## src/rtl/gpio_cmd_frontend.sv

```systemverilog
// GPIO command decoder for the conv/memory core: kernel, length, image-write and readout strobes plus LOAD/RUN/DONE sequencing.
// Optional GPIO_STATUS_EN adds state, sticky error and first-frame flags to the readback word.
module gpio_cmd_frontend #(
  parameter int GPIO_D = 32,
  parameter int N      = 4,
  parameter int ADDR_W = 10,
  parameter int KER_W  = 24,
  parameter int DATA_W = 13
) (
  input  logic                      i_clock,
  input  logic                      i_reset,
  input  logic [GPIO_D-1:0]         i_gpio_data,
  output logic [GPIO_D-1:0]         o_gpio_data,
  output logic                      o_led,
  output logic                      o_ker_we,
  output logic [1:0]                o_ker_idx,
  output logic [KER_W-1:0]          o_ker_data,
  output logic [ADDR_W-1:0]         o_img_len,
  output logic                      o_mem_we,
  output logic [$clog2(N+2)-1:0]    o_mem_sel,
  output logic [ADDR_W-1:0]         o_mem_addr,
  output logic [7:0]                o_mem_data,
  output logic                      o_first,
  output logic                      o_start,
  input  logic                      i_done,
  output logic [$clog2(N)-1:0]      o_rd_sel,
  output logic [ADDR_W-1:0]         o_rd_addr,
  input  logic [DATA_W-1:0]         i_rd_data
);

  localparam int SEL_W = $clog2(N+2);
  localparam int RS_W  = $clog2(N);

  localparam logic [2:0] CMD_KER  = 3'b000;
  localparam logic [2:0] CMD_LEN  = 3'b001;
  localparam logic [2:0] CMD_IMG  = 3'b010;
  localparam logic [2:0] CMD_READ = 3'b011;
  localparam logic [2:0] CMD_LAST = 3'b100;

  typedef enum logic [1:0] {
    LOAD = 2'd0,
    RUN  = 2'd1,
    DONE = 2'd2
  } state_t;

  state_t state, state_next;

  logic              rst;
  logic [2:0]        ctrl;
  logic              valid;
  logic              valid_q;
  logic              accept;
  logic [KER_W-1:0]  data;
  logic              last_pend;
  logic              do_ker, do_img, do_last, do_read, read_last;
  logic              addr_wrap;
  logic [SEL_W-1:0]  sel_top;
  logic [GPIO_D-1:0] readback;
  logic              unused_bits;

  assign rst         = i_reset | i_gpio_data[0];
  assign ctrl        = i_gpio_data[GPIO_D-1 -: 3];
  assign valid       = i_gpio_data[GPIO_D-4];
  assign data        = i_gpio_data[KER_W:1];
  assign accept      = valid & ~valid_q;
  assign unused_bits = ^i_gpio_data[GPIO_D-5:KER_W+1];

  always_comb begin
    do_ker    = accept && (state == LOAD) && (ctrl == CMD_KER);
    do_img    = accept && (state == LOAD) && (ctrl == CMD_IMG);
    do_last   = accept && (state == LOAD) && (ctrl == CMD_LAST);
    do_read   = accept && (state == DONE) && (ctrl == CMD_READ);
    // Lengths below 2 leave no readable column, so the first READ ends the frame.
    read_last = do_read && ((o_img_len < ADDR_W'(2)) ||
                            ((o_rd_sel == RS_W'(N-1)) && (o_rd_addr == o_img_len - ADDR_W'(2))));
    addr_wrap = (o_mem_addr == o_img_len);
    sel_top   = o_first ? SEL_W'(N+1) : SEL_W'(N-1);
  end

  always_comb begin
    state_next = state;
    case (state)
      LOAD:    if (last_pend) state_next = RUN;
      RUN:     if (i_done)    state_next = DONE;
      DONE:    if (read_last) state_next = LOAD;
      default: state_next = LOAD;
    endcase
  end

  always_ff @(posedge i_clock) begin
    if (rst) state <= LOAD;
    else     state <= state_next;
  end

`ifdef GPIO_STATUS_EN
  logic err;
  logic ignored;

  assign ignored = accept && !(do_ker || do_img || do_last || do_read ||
                               ((state == LOAD) && (ctrl == CMD_LEN)));

  always_ff @(posedge i_clock) begin
    if (rst)          err <= 1'b0;
    else if (ignored) err <= 1'b1;
  end
`endif

  always_comb begin
    readback               = '0;
    readback[DATA_W-1:0]   = i_rd_data;
`ifdef GPIO_STATUS_EN
    readback[GPIO_D-1 -: 2] = state;
    readback[GPIO_D-3]      = err;
    readback[GPIO_D-4]      = o_first;
`endif
  end

  always_ff @(posedge i_clock) begin
    if (rst) begin
      valid_q     <= 1'b0;
      last_pend   <= 1'b0;
      o_gpio_data <= '0;
      o_led       <= 1'b0;
      o_ker_we    <= 1'b0;
      o_ker_idx   <= 2'd0;
      o_ker_data  <= '0;
      o_img_len   <= '0;
      o_mem_we    <= 1'b0;
      o_mem_sel   <= '0;
      o_mem_addr  <= '0;
      o_mem_data  <= '0;
      o_first     <= 1'b1;
      o_start     <= 1'b0;
      o_rd_sel    <= '0;
      o_rd_addr   <= '0;
    end else begin
      valid_q     <= valid;
      o_gpio_data <= readback;
      o_led       <= (state_next == DONE);

      o_ker_we <= do_ker;
      if (do_ker) o_ker_data <= data;
      // Index advances after the pulse so the write sees the pre-increment row.
      if (o_ker_we) o_ker_idx <= (o_ker_idx == 2'd2) ? 2'd0 : o_ker_idx + 2'd1;

      // Length is level-decoded: software may just park ctrl=001 with the value.
      if ((state == LOAD) && (ctrl == CMD_LEN)) o_img_len <= i_gpio_data[ADDR_W:1];

      o_mem_we  <= do_img | do_last;
      last_pend <= do_last;
      if (do_img || do_last) o_mem_data <= data[7:0];
      if (o_mem_we) begin
        if (last_pend) begin
          o_mem_sel  <= '0;
          o_mem_addr <= '0;
        end else if (addr_wrap) begin
          o_mem_addr <= '0;
          o_mem_sel  <= (o_mem_sel == sel_top) ? '0 : o_mem_sel + SEL_W'(1);
        end else begin
          o_mem_addr <= o_mem_addr + ADDR_W'(1);
        end
      end
      o_start <= last_pend;

      if (do_read) begin
        if (read_last) begin
          o_rd_sel  <= '0;
          o_rd_addr <= '0;
          o_first   <= 1'b0;
        end else if (o_rd_addr == o_img_len - ADDR_W'(2)) begin
          o_rd_addr <= '0;
          o_rd_sel  <= o_rd_sel + RS_W'(1);
        end else begin
          o_rd_addr <= o_rd_addr + ADDR_W'(1);
        end
      end
    end
  end

endmodule

```

## config.mk

```make
export PLATFORM = sky130hd
export DESIGN_NAME = gpio_cmd_frontend
export DESIGN_NICKNAME = d
export VERILOG_FILES = /design/src/rtl/gpio_cmd_frontend.sv
export SDC_FILE = /design/constraint.sdc
export NUM_CORES = 1
export LEC_CHECK = 0
export BUFFER_PORTS_ARGS = -buffer_cell sky130_fd_sc_hd__buf_2
export CAP_MARGIN = 10
export CORE_UTILIZATION = 54
export CTS_BUF_LIST = sky130_fd_sc_hd__clkbuf_8
export DETAILED_ROUTE_END_ITERATION = 8
export GPL_TIMING_DRIVEN = 0
export PLACE_DENSITY_LB_ADDON = 0.1
export SLEW_MARGIN = 40
export SYNTH_ARGS = -nofsm -noshare
export SYNTH_HDL_FRONTEND = slang
export SYNTH_SLANG_ARGS = --single-unit
export TNS_END_PERCENT = 1
```

## constraint.sdc

```tcl
create_clock -name i_clock -period 4.1 [get_ports i_clock]
set_clock_uncertainty 0.1 [all_clocks]
set_input_delay 0.615 -clock i_clock [delete_from_list [all_inputs] [get_ports i_clock]]
set_output_delay 0.615 -clock i_clock [all_outputs]
set_load 0.05 [all_outputs]
```

==> metrics.txt <==
final max-slew violation count 0; Overall Global Routing Usage 24.1%; fraction of synthesis flops using an asynchronous set or reset pin 0%; cell family with most CP delay compound AO/OA/AOI/OAI gates; CTS tree built; Worst Tran Pin Value 0.703 ns; Hold Crit Start o_ker_data[20]; Post-DRT Antenna Nets 0; post-synthesis cell type count between 40 and 50; DP HPWL 6.66 mm; Max-slew headroom 52.9%; Crit Reg-Reg Startpoint o_img_len[1]; Bufs and invs on worst path 2; crit-path max FO 9; Synth Warn # 0; core area 6870 sq um; largest net degree at the start of global routing 16; hold path depth 2; placed inst area 4740 sq um; R2R setup slack ~1.1 ns; Vias ~3500; CP Class reg -> reg; final period utilization 73.9%; Total Power 0.00167 W; routed len/inst 12.7 microns; Worst-path clk slew ~0.090 ns; CTS HTree Levels 3; die area 7550 sq um; Worst EP arrival 3.15 ns; final hold vios 0; Initial Util approximately 57%; Routed WL between 8 and 9 mm; share of layout cells above drive strength 1 29.1%; Cell Rows 30; setup TNS 0 ns; Crit. End Element register; outcome complete, no violations; Horiz. Die Dim about 87 microns; area growth from synthesis to layout 26.7%; reg2reg path depth 9; IO Pins 154; Net count, final 649; clock latency on the worst-skew pair 0.36 ns; Post-Syn Area 3890 sq um; Top FF cell, synth dfxtp_1; Synth Register Bits 91; n_diodes 0; end of the worst hold path o_ker_data[20]; delay of the slowest critical-path stage 0.59 ns; number of synthesized flops with an enable pin 0; routability cong. about 0.84; Req. time, crit path 4.22 ns; Max VDD drop ~0.24 mV; worst reg2reg endpoint o_rd_addr[9]; vias in the first global route 3106; DR pass1 iterations 4; commonest non-fill, non-tap cell in the layout buf_2; Root Buffer clkbuf_8; CTS resizes 0; RSZ-0062 raised after global routing no; global route overflow 0; initial antenna violation count 0; initial DRC count 111; max_cap viols 0; CP Cell Sequence clkbuf_1 -> inv_1 -> ha_1 -> xor2_1 -> o31a_1 -> a2111oi_4 -> a21oi_2 -> o21ai_1 -> nor2_1; hold_buf cts 0; Post-Syn Area per Cell around 8.9 sq um; vias per cell 4.97; cell area after layout 4930 sq um; Sink Count 91; fmax 0.330 GHz; # Post-CTS Setup Buffers 0; sequential share of the synthesized area 46.8%; commonest cells after routing, fill and taps aside buf_2 (131), dfxtp_1 (91), nand2_1 (64), nor2_1 (49), a21oi_1 (35); Port Buffers around 130; cts bufs inserted 9; Min-Delay Path Class reg -> reg; Crit-path slowest cell o21ai_1; CP Launch Type register; P per Cell Area roughly 340 nW/um^2; clock buffer depth 2; first-pass GRT wire length about 14 mm; final routed DRC violation total 0; final period demand of the worst path 3.03 ns; Gate Count Post-Synth 436; final setup fails 0; leak pwr 2.24 nW; Die Ht between 80 and 90 microns
## logic make-up (layout without fill, tap and decap cells)
group                    Yosys count  in the layout  share of synthesized area (%)
AND/OR/NAND/NOR                  179            179                           22.1
flip-flops                        91             91                           46.8
AO/OA/AOI/OAI                     51             51                           7.88
buffers and inverters             45            192                           6.37
XOR/XNOR                          42             42                           9.46
multiplexers                      22             22                           5.66
adder cells (fa/ha/maj)            5              5                           1.61
other                              1             19                         0.0964
## how the worst max path moves through the flow
stage                 start      endpoint  slack, ns  cells past startpoint
6_report       o_img_len[1]  o_rd_addr[9]       1.07                      9
3_5_place_dp   o_img_len[1]  o_rd_addr[6]       1.09                      9
4_1_cts        o_img_len[1]  o_rd_addr[6]       1.07                      9
2_1_floorplan  o_img_len[1]   o_rd_sel[1]       1.11                      9
3_3_place_gp   o_img_len[1]  o_rd_addr[4]       1.19                      9
5_1_grt        o_img_len[1]  o_rd_addr[6]       0.85                      9
## per-layer routing
layer  vias to the layer above  wire length, microns  part of all wire [%]  track usage [%]
met4                         0                   121                   1.4             8.94
met2                       111                  4350                    49             40.4
li1                       1740                     -                     -                -
met5                         -                     0                     0                0
met3                        11                   503                   5.7             5.59
met1                      1604                  3910                    44             30.1
## state kept, by name, indices dropped and copies added, names as in the netlist, 2 cells and up
signal       cells
state            2
o_ker_data      24
o_gpio_data     13
o_rd_addr       10
o_ker_idx        2
o_rd_sel         2
o_img_len       10
o_mem_data       8
o_mem_sel        3
o_mem_addr      10
## area by class of cell
class                   instances  area [sq um]
fillers                       581          1940
multi-input cells             318          1900
flip-flops and latches         91          1820
repair buffers                131           656
plain buffers                  39           225
clock buffers                  11           151
well taps                      96           120
clock inverters                 5          36.3
inverters                       6          22.5
## per-stage QoR
step / std cells / util, % / hold slack [ns] / setup slack [ns]
2_1_floorplan: 454 / - / 0.365 / 1.11
3_3_place_gp: 681 / 68.9 / 0.339 / 1.19
3_5_place_dp: 681 / 69.0 / 0.345 / 1.09
4_1_cts: 697 / 71.7 / 0.346 / 1.07
5_1_grt: 697 / 71.7 / 0.349 / 0.851
6_report: 697 / 71.7 / 0.353 / 1.07
## tightest hold or removal path: stages (launching register included)
cell	delay, ns
dfxtp_1	0.31
nand2_1	0.05
a21oi_1	0.05
## where the power goes
group | switching [W] | internal, W
clock | 0.000319 | 0.000255
sequential | 0.00000554 | 0.000893
combinational | 0.000134 | 0.0000612
total | 0.000458 | 0.00121
## cell usage after synthesis (7+ instances only)
| library cell | number | share of area, % |
|---|---|---|
| a21oi_1 | 35 | 4.5 |
| and2_1 | 15 | 2.4 |
| buf_4 | 19 | 3.7 |
| clkbuf_1 | 18 | 1.7 |
| dfxtp_1 | 91 | 47 |
| mux2i_1 | 22 | 5.7 |
| nand2_1 | 64 | 6.2 |
| nand3_1 | 11 | 1.4 |
| nand4_1 | 7 | 1.1 |
| nor2_1 | 50 | 4.8 |
| nor3_1 | 7 | 0.90 |
| xnor2_1 | 24 | 5.4 |
| xor2_1 | 18 | 4.1 |
Note: power is estimated with default switching activity, not from simulation.
